## src/rtl/result_bcd_formatter.sv

```systemverilog
`default_nettype none
// ============================================================================
// Module   : result_bcd_formatter
// Brief    : Signed result to packed-BCD magnitude/sign/error for the display
//            driver, using a bit-serial double-dabble. Optional hex bypass is
//            enabled with macro RESULT_BCD_HEX_BYPASS_EN.
// Revision : 1.0 - initial release
// ============================================================================
module result_bcd_formatter #(
    parameter int DATA_WIDTH = 16,
    parameter int NUM_DIGITS = 5
) (
    input  logic                    clk,
    input  logic                    rst,
    input  logic [DATA_WIDTH-1:0]   i_data,
    input  logic                    i_error,
    input  logic                    i_valid,
`ifdef RESULT_BCD_HEX_BYPASS_EN
    input  logic                    i_hex_mode,
`endif
    output logic                    o_ready,
    output logic [4*NUM_DIGITS-1:0] o_data,
    output logic                    o_error,
    output logic                    o_data_is_neg,
    output logic                    o_valid,
    input  logic                    i_ready
);

    // Decimal digits of 2^DATA_WIDTH-1: floor(DATA_WIDTH*log10(2)) + 1
    localparam int INT_DIGITS = (DATA_WIDTH * 30103) / 100000 + 1;
    localparam int BCD_W      = 4 * INT_DIGITS;
    localparam int OUT_W      = 4 * NUM_DIGITS;
    localparam int HEX_W      = 4 * ((DATA_WIDTH + 3) / 4);
    localparam int MAX_A      = (BCD_W > OUT_W) ? BCD_W : OUT_W;
    localparam int EXT_W      = (MAX_A > HEX_W) ? MAX_A : HEX_W;
    localparam int EXT_DIGITS = EXT_W / 4;
    localparam int CNT_W      = $clog2(DATA_WIDTH) + 1;

    typedef enum logic [1:0] {
        S_IDLE    = 2'd0,
        S_CONVERT = 2'd1,
        S_CHECK   = 2'd2,
        S_OUTPUT  = 2'd3
    } state_t;

    state_t                  r_state;
    state_t                  w_next;
    logic [DATA_WIDTH-1:0]   r_mag;
    logic [BCD_W-1:0]        r_bcd;
    logic [CNT_W-1:0]        r_cnt;
    logic                    r_neg;
    logic                    r_hex;
    logic                    w_hex_in;
    logic                    w_neg_in;
    logic                    w_last;
    logic [BCD_W-1:0]        w_bcd_adj;
    logic [EXT_W-1:0]        w_ext;
    logic                    w_ovf;
    int                      w_allowed;

`ifdef RESULT_BCD_HEX_BYPASS_EN
    assign w_hex_in = i_hex_mode;
`else
    assign w_hex_in = 1'b0;
`endif

    assign w_neg_in = i_data[DATA_WIDTH-1] && !i_error;
    assign w_last   = (r_cnt == CNT_W'(DATA_WIDTH - 1));
    assign o_ready  = (r_state == S_IDLE);
    assign o_valid  = (r_state == S_OUTPUT);

    always_ff @(posedge clk) begin
        if (rst) begin
            r_state <= S_IDLE;
        end else begin
            r_state <= w_next;
        end
    end

    always_comb begin
        w_next = r_state;
        case (r_state)
            S_IDLE: begin
                if (i_valid) begin
                    if (i_error)       w_next = S_OUTPUT;
                    else if (w_hex_in) w_next = S_CHECK;
                    else               w_next = S_CONVERT;
                end
            end
            S_CONVERT: if (w_last) w_next = S_CHECK;
            S_CHECK:   w_next = S_OUTPUT;
            S_OUTPUT:  if (i_ready) w_next = S_IDLE;
            default:   w_next = S_IDLE;
        endcase
    end

    // Add-3 correction applied to every digit before each shift
    always_comb begin
        w_bcd_adj = r_bcd;
        for (int i = 0; i < INT_DIGITS; i++) begin
            if (r_bcd[4*i +: 4] >= 4'd5) w_bcd_adj[4*i +: 4] = r_bcd[4*i +: 4] + 4'd3;
        end
    end

    // Digit source for the range check; the sign takes the top digit when negative
    always_comb begin
        w_ext = '0;
        if (r_hex) w_ext[DATA_WIDTH-1:0] = r_mag;
        else       w_ext[BCD_W-1:0]      = r_bcd;
        w_allowed = r_neg ? (NUM_DIGITS - 1) : NUM_DIGITS;
        w_ovf     = 1'b0;
        for (int i = 0; i < EXT_DIGITS; i++) begin
            if ((i >= w_allowed) && (w_ext[4*i +: 4] != 4'd0)) w_ovf = 1'b1;
        end
    end

    always_ff @(posedge clk) begin
        if (rst) begin
            r_mag         <= '0;
            r_bcd         <= '0;
            r_cnt         <= '0;
            r_neg         <= 1'b0;
            r_hex         <= 1'b0;
            o_data        <= '0;
            o_error       <= 1'b0;
            o_data_is_neg <= 1'b0;
        end else begin
            case (r_state)
                S_IDLE: begin
                    if (i_valid) begin
                        r_neg <= w_neg_in;
                        r_mag <= w_neg_in ? (-i_data) : i_data;
                        r_bcd <= '0;
                        r_cnt <= '0;
                        r_hex <= w_hex_in;
                        if (i_error) begin
                            o_error       <= 1'b1;
                            o_data        <= '0;
                            o_data_is_neg <= 1'b0;
                        end
                    end
                end
                S_CONVERT: begin
                    r_bcd <= {w_bcd_adj[BCD_W-2:0], r_mag[DATA_WIDTH-1]};
                    r_mag <= r_mag << 1;
                    r_cnt <= r_cnt + 1'b1;
                end
                S_CHECK: begin
                    if (w_ovf) begin
                        o_error       <= 1'b1;
                        o_data        <= '0;
                        o_data_is_neg <= 1'b0;
                    end else begin
                        o_error       <= 1'b0;
                        o_data        <= w_ext[OUT_W-1:0];
                        o_data_is_neg <= r_neg;
                    end
                end
                default: ;
            endcase
        end
    end

endmodule
`default_nettype wire

```

## config.mk

```make
export PLATFORM = sky130hd
export DESIGN_NAME = result_bcd_formatter
export DESIGN_NICKNAME = d
export VERILOG_FILES = /design/src/rtl/result_bcd_formatter.sv
export SDC_FILE = /design/constraint.sdc
export NUM_CORES = 1
export LEC_CHECK = 0
export ABC_AREA = 0
export CAP_MARGIN = 30
export CORE_UTILIZATION = 25
export DETAILED_ROUTE_END_ITERATION = 10
export GPL_ROUTABILITY_DRIVEN = 0
export SLEW_MARGIN = 20
export SYNTH_ARGS = -nofsm -noshare
export SYNTH_HDL_FRONTEND = slang
export SYNTH_SLANG_ARGS = --single-unit
```

## constraint.sdc

```tcl
create_clock -name clk -period 2.5 [get_ports clk]
set_clock_uncertainty 0.2 [all_clocks]
set_input_delay 0.25 -clock clk [delete_from_list [all_inputs] [get_ports clk]]
set_output_delay 0.25 -clock clk [all_outputs]
set_load 0.02 [all_outputs]
```

==> metrics.txt, run 1 <==
status=finished, final reports clean; vias=2958; CP Max Fanout=10; Peak VDD IR=0.337 mV; Pwr Total=3590 uW; final hold vios=0; vias in the first global route=2930; first-pass GRT wire length=13.9 mm; synth-to-layout area growth=27.9%; DRT Pass-1 Iters=4; vias per cell=4.80; Slew Limit Fails=0; Power Density=834 nW/um^2; Post-CTS Setup Inserts=0; worst hold path class=in -> reg; part of the cycle the worst path needs=88.6%; post-synth top area share=39.2%; most frequent cells after synthesis=dfxtp_1 (66), nor2_1 (62), a22oi_1 (32), nand2_1 (26), a21oi_1 (22); Boundary Pins=45; final wirelength=8.32 mm; number of synthesized flops with an enable pin=0; Critical Path, Cell by Cell=inv_1, ha_2, clkdlybuf4s50_1; combinational share of power=28.7%; unrepaired setup endpoints after global routing=no; Max Buffers Root-to-Sink=2; post-layout min period=2.22 ns; leak pwr=0.00156 uW; H-tree depth=3; biggest area consumer among synthesized cells=dfxtp_1; Root Buffer=clkbuf_16; sequential area share after synthesis=39.2%; Die ar.=14000 sq um; CP required=2.05 ns; net count after synthesis=428; synthesized instance count=390; slowest CP cell=clkdlybuf4s50_1; clk slew on worst S/H paths=0.06 ns; initial antenna violation count=0; most used flip-flop cell after synthesis=dfxtp_1; kind of critical path=reg -> out; CP arrival=1.77 ns; DRC=0; NetSw=1210 uW; Iteration-0 DRC Markers=160; CP peak stage delay=0.66 ns; Least-Margin Pin Slew=0.514 ns; switching fraction of total power=33.5%; crit start category=register; Initial Util=25.6%; DP Wirelength=5.79 mm; Core ar.=13200 sq um; fin nets=473; setup tns final=0 ns; die height=118 microns; mapped cell area=3370 sq um; Row Count=42; synth top area cells=dfxtp_1 (39%), a22oi_1 (7.1%), nor2_1 (6.9%); antenna-violating nets left=0; CTS buffer count=9; Yosys reg bits=66; mean area per synthesized cell=8.64 sq um; clock latency at the later pin of the worst-skew pair=0.33 ns; Internal Power=2390 uW; GRT Overall Usage=12.4%; largest net degree at the start of global routing=51; # diodes=0; remaining global-route overflow=0; Clk network pwr share=36.3%; clock sinks=66; IO Port Bufs=44; DR WL/cell=13.5 microns; Max-slew headroom=65.7%; CTS tree=done; post-synthesis cell type count=49; Seq pwr share=35.1%; Die W=118 microns; CP Capture Type=output pin; final setup fails=0; count leader, synth=dfxtp_1; layout cells sized above 1=10.0%; FMAX=451 MHz; share of flip-flops with an asynchronous set or reset=0%; Synth warnings=0; max cap viols=0
-- flip-flops by register name, indices dropped and copies added, names as in the netlist --
signal	flops
r_bcd	20
r_state	2
o_data	20
r_neg	1
o_error	1
o_data_is_neg	1
r_cnt	5
r_mag	16
-- layout make-up --
type	count	area [sq um]
Fill cell	1381	8880
Clock inverter	5	60.1
Inverter	19	71.3
Timing Repair Buffer	55	531
Tap cell	176	220
Sequential cell	66	1320
Clock buffer	11	253
Multi-Input combinational cell	284	1850
-- routing by layer --
| layer | track usage [%] | vias up | wire length (microns) |
|---|---|---|---|
| met5 | 0 | - | 0 |
| met1 | 14.5 | 1416 | 3860 |
| met3 | 3.73 | 10 | 309 |
| li1 | - | 1484 | - |
| met2 | 21.2 | 48 | 4030 |
| met4 | 4.49 | 0 | 119 |
-- cells in the final DEF (no fill, tap or decap), types with 2 or more instances in the layout --
cell,instances
a211oi_1,2
nor2b_1,3
inv_1,18
a22oi_1,32
clkdlybuf4s50_1,43
nor3_1,11
buf_4,10
xor2_1,5
o21ai_0,13
nand2b_1,7
o31ai_1,3
xnor2_1,13
nor2_1,62
o21a_1,2
nor4_4,3
nand4_1,3
ha_1,16
and3_1,2
a31oi_1,5
o221ai_1,4
nand2_1,26
clkbuf_16,9
a21o_1,6
mux2i_1,3
dfxtp_1,66
a21oi_1,22
nand3_1,8
a2111oi_0,3
clkbuf_8,2
o211ai_1,7
a32oi_1,6
-- cell families (layout without fill, tap and decap cells) --
logic type | Yosys count | after routing | synth area share (%)
and+or+nand+nor | 131 | 131 | 18.7
AOI/OAI and AO/OA | 113 | 113 | 23.3
DFF | 66 | 66 | 39.2
buffers and inverters | 40 | 90 | 5.86
xor gates and xnor gates | 18 | 18 | 4.68
adders and majority gates | 17 | 17 | 6.31
muxes | 5 | 5 | 1.89
-- power groups by stage --
stage / Sequential (uW) / Combinational [uW] / Clock (uW)
3_5_place_dp: 1280 / 1030 / 0
6_report: 1260 / 1030 / 1300
3_3_place_gp: 1280 / 1010 / 0
5_1_grt: 1280 / 1140 / 1380
4_1_cts: 1260 / 1030 / 1330
2_1_floorplan: 1270 / 731 / 0
-- path summary, 6_finish.rpt --
path | from | endpoint | slack (ns) | cells after the start
worst max register to register | r_state[0] | r_mag[4] | 0.34 | 5
worst min register to register | r_mag[13] | r_mag[13] | 0.24 | 2
worst max-delay path | r_state[0] | o_ready | 0.28 | 3
worst min-delay path | rst | r_mag[0] | 0.04 | 2
-- per-stage QoR --
stage	cell area (sq um)	utilization (%)	hold slack (ns)	setup WS (ns)	std cells
floorplan	3370	-	0.198	0.534	390
global placement	4000	30.3	0.233	0.248	600
detailed placement	4000	30.3	0.239	0.222	600
CTS	4310	32.7	0.0391	0.103	616
global route	4310	32.7	0.0390	0.162	616
finish	4310	32.7	0.0424	0.284	616
-- worst max-delay path, delay by kind of cell (launching register included) --
kind	cells	cell delay [ns]
buffers and inverters	2	0.75
adders and majority gates	1	0.35
DFF	1	0.33
-- timing repair --
| action | in CTS | in global routing |
|---|---|---|
| gates resized for setup | 0 | 1 |
| endpoints found under the setup margin | 0 | 1 |
| hold buffers | 0 | 0 |
Note: power is estimated with default switching activity, not from simulation.
==> run 2, diff against run 1 <==
Clock period 2.5 ns to 2.67 ns, I/O delays scaled along.
==> run 2 against run 1 <==
Utilization about the same. Clock power increased by 6%. Power decreased by 2.7%. Largest cell class unchanged. Worst setup slack got worse by 0.035 ns. Cell area decreased by 0.14%. Flip-flop and latch count unchanged. Critical path type unchanged.
==> metrics.txt, run 2 (synthesis results as in run 1) <==
post-layout min period=2.42 ns; crit start category=register; H-tree depth=3; Post-CTS Setup Inserts=0; # resized after CTS=0; Iteration-0 DRC Markers=161; Top Registers=o_data x20, r_bcd x20, r_mag x16; die height=118 microns; Seq pwr share=33.8%; Pwr Total=3500 uW; status=finished, final reports clean; switching fraction of total power=32.2%; Internal Power=2370 uW; CP arrival=1.95 ns; Boundary Pins=45; leak pwr=0.00156 uW; Root Buffer=clkbuf_16; # diodes=0; max cap viols=0; initial antenna violation count=0; worst hold path class=in -> reg; antenna-violating nets left=0; GRT Overall Usage=12.5%; Max Buffers Root-to-Sink=2; vias in the first global route=2901; final hold vios=0; CTS buffer count=9; combinational share of power=26.8%; NetSw=1130 uW; CP Capture Type=output pin; DP Wirelength=5.71 mm; DR WL/cell=13.5 microns; clk slew on worst S/H paths=0.06 ns; synth-to-layout area growth=27.7%; final setup fails=0; Least-Margin Pin Slew=0.532 ns; CP required=2.20 ns; Slew Limit Fails=0; Die ar.=14000 sq um; IO Port Bufs=44; CTS tree=done; FMAX=413 MHz; unrepaired setup endpoints after global routing=no; Core ar.=13200 sq um; Initial Util=25.6%; kind of critical path=reg -> out; layout cells sized above 1=8.94%; DRT Pass-1 Iters=4; remaining global-route overflow=0; clock sinks=66; R2R cell count=6; first-pass GRT wire length=14.0 mm; Row Count=42; largest net degree at the start of global routing=41; setup tns final=0 ns; vias=2927; Hold Crit Depth=2; Die W=118 microns; Max-slew headroom=64.6%; vias per cell=4.78; final wirelength=8.25 mm; commonest non-fill, non-tap cell in the layout=dfxtp_1; Clk network pwr share=39.5%; fin nets=469; DRC=0; CP Max Fanout=10; Power Density=813 nW/um^2; hold buffer count at cts=0; commonest non-fill, non-tap cells in the layout=dfxtp_1 (66), nor2_1 (62), clkdlybuf4s50_1 (43); Peak VDD IR=0.356 mV; clock latency at the later pin of the worst-skew pair=0.33 ns; part of the cycle the worst path needs=90.7%
[run 2: power groups by stage]
stage / clock [uW] / combinational, uW / sequential, uW
2_1_floorplan: 0 / 685 / 1190
3_3_place_gp: 0 / 924 / 1200
3_5_place_dp: 0 / 937 / 1200
4_1_cts: 1420 / 941 / 1180
5_1_grt: 1460 / 1040 / 1200
6_report: 1380 / 936 / 1180
[run 2: critical path, stage by stage (launching register included)]
cell and delay [ns]:
dfxtp_1 0.34, inv_1 0.10, ha_1 0.48, clkdlybuf4s50_1 0.70
[run 2: final cells by class]
type                       count  area [sq um]
sequential                    66          1320
tap                          176           220
multi-input combinational    284          1850
clock inverter                 6           113
timing repair buffer          51           488
clock buffer                  10           239
fill                        1358          8890
inverter                      19          71.3
[run 2: worst paths after layout]
path | start | end | slack (ns)
max | r_state[0] | o_ready | 0.25
min | rst | r_mag[0] | 0.17
max reg2reg | r_state[0] | r_mag[3] | 0.42
min reg2reg | r_mag[14] | r_mag[14] | 0.25
[run 2: layer usage]
layer | routed length [microns] | up-vias | GRT usage, %
li1 | - | 1481 | -
met1 | 3820 | 1387 | 15.0
met2 | 4030 | 50 | 21.3
met3 | 306 | 9 | 3.68
met4 | 96 | 0 | 4.41
met5 | 0 | - | 0
[run 2: metrics by stage]
step                worst slack (ns)  std cells  util (%)  hold slack [ns]  cell area [sq um]
global route                   0.183        612      32.6            0.185               4300
floorplan                      0.704        390         -            0.215               3370
finish                         0.249        612      32.6            0.168               4300
CTS                            0.237        612      32.6            0.154               4300
global placement               0.420        596      30.0            0.238               3950
detailed placement             0.390        596      30.0            0.240               3950
==> run 3, diff against run 2 <==
--- a/config.mk
+++ b/config.mk
@@ -10,2 +10,3 @@
 export CORE_UTILIZATION = 25
+export CTS_BUF_LIST = sky130_fd_sc_hd__clkbuf_8
 export DETAILED_ROUTE_END_ITERATION = 10
==> constraint.sdc (replaced) <==
create_clock -name clk -period 2.67 [get_ports clk]
set_clock_uncertainty 0.2 [all_clocks]
set_input_delay 0.4005 -clock clk [delete_from_list [all_inputs] [get_ports clk]]
set_output_delay 0.4005 -clock clk [all_outputs]
set_load 0.02 [all_outputs]
==> run 3 against run 2 <==
First-iteration DRC count is 9.3% lower. Worst setup slack worse by 0.11 ns. Highest routed layer unchanged. Largest power group is now sequential cells. Die area stayed put.
==> metrics.txt, run 3 (synthesis results as in run 1) <==
status=finished, final reports clean; Boundary Pins=45; clock sinks=66; Least-Margin Pin Slew=0.491 ns; antenna-violating nets left=0; DP Wirelength=5.81 mm; vias per cell=4.85; Inst Count DP=598; commonest non-fill, non-tap cell in the layout=dfxtp_1; vias in the first global route=2912; Slew Limit Fails=0; Die ar.=14000 sq um; fin nets=471; kind of critical path=reg -> out; Peak VDD IR=0.227 mV; clock latency at the later pin of the worst-skew pair=0.35 ns; clk slew on worst S/H paths=0.07 ns; IO Port Bufs=44; area of the multi-input gates=1850 sq um; remaining global-route overflow=0; leak pwr=0.00149 uW; FMAX=395 MHz; worst hold path class=reg -> reg; commonest non-fill, non-tap cells in the layout=dfxtp_1 (66), nor2_1 (62), clkdlybuf4s50_1 (43); CP arrival=1.93 ns; crit start category=register; hold buffer count at cts=0; layout cells sized above 1=9.13%; Pwr Total=2900 uW; largest net degree at the start of global routing=40; unrepaired setup endpoints after global routing=no; Post-CTS Setup Inserts=0; DR WL/cell=13.5 microns; Die W=118 microns; Iteration-0 DRC Markers=146; setup tns final=0 ns; GRT Overall Usage=12.5%; R2R cell count=5; CP Capture Type=output pin; Core ar.=13200 sq um; Root Buffer=clkbuf_8; Max Buffers Root-to-Sink=2; fillers=1410; H-tree depth=3; DRT Pass-1 Iters=4; Seq. cell area=1320 sq um; Hold Crit Depth=2; synth-to-layout area growth=23.1%; max cap viols=0; final setup fails=0; CP Max Fanout=6; # diodes=0; Top Registers=o_data x20, r_bcd x20, r_mag x16; post-layout min period=2.53 ns; final wirelength=8.27 mm; Post-Route Utilization=31.5%; CTS buffer count=9; initial antenna violation count=0; vias=2975; CP required=2.07 ns; CTS tree=done; Max-slew headroom=67.3%; final hold vios=0; Row Count=42; part of the cycle the worst path needs=94.8%; Power Density=699 nW/um^2; DRC=0; post-route insts no fill=614; # resized after CTS=0; Initial Util=25.6%; die height=118 microns; first-pass GRT wire length=13.9 mm
==> run 3: cell count changes in the layout (fill, tap and decap cells not counted) <==
cell	delta
inv_1	+1
clkinv_2	+1
clkbuf_8	+10
clkinvlp_4	+1
buf_4	+2
inv_6	-1
clkbuf_16	-9
bufinv_16	-3
==> run 3: path summary, 6_finish.rpt <==
path	from	end	slack (ns)
max	r_state[0]	o_ready	0.14
min	r_mag[13]	r_mag[13]	0.25
max reg2reg	r_state[0]	r_mag[3]	0.42
min reg2reg	r_mag[13]	r_mag[13]	0.25
==> run 3: power breakdown <==
| part | switching, uW | total, uW | internal (uW) |
|---|---|---|---|
| Combinational | 622 | 957 | 335 |
| Sequential | 76.0 | 1180 | 1110 |
| Clock | 380 | 762 | 382 |
==> run 3: cell type report <==
type	instances	share of cell area, %
Multi-Input combinational cell	284	44.6
Sequential cell	66	31.8
Timing Repair Buffer	53	12.1
Tap cell	176	5.31
Clock buffer	11	3.65
Inverter	19	1.72
Clock inverter	5	0.724
==> run 3: through the flow <==
stage	setup WS (ns)	hold slack [ns]	instance area [sq um]
global route	0.0284	0.275	4150
detailed placement	0.254	0.249	3970
global placement	0.318	0.237	3970
CTS	0.107	0.257	4150
finish	0.139	0.255	4150
floorplan	0.704	0.223	3370
==> run 3: layer usage <==
layer / share of wire, % / vias to the layer above / GRT usage [%]
met3: 3.9 / 10 / 3.44
met4: 1.6 / 0 / 5.13
li1: - / 1479 / -
met1: 47 / 1427 / 15.0
met2: 48 / 59 / 20.8
met5: 0 / - / 0
==> run 3: critical path: stages (launching register included) <==
cell,delay (ns)
dfxtp_1,0.34
inv_1,0.09
ha_1,0.34
buf_4,0.22
clkdlybuf4s50_1,0.60
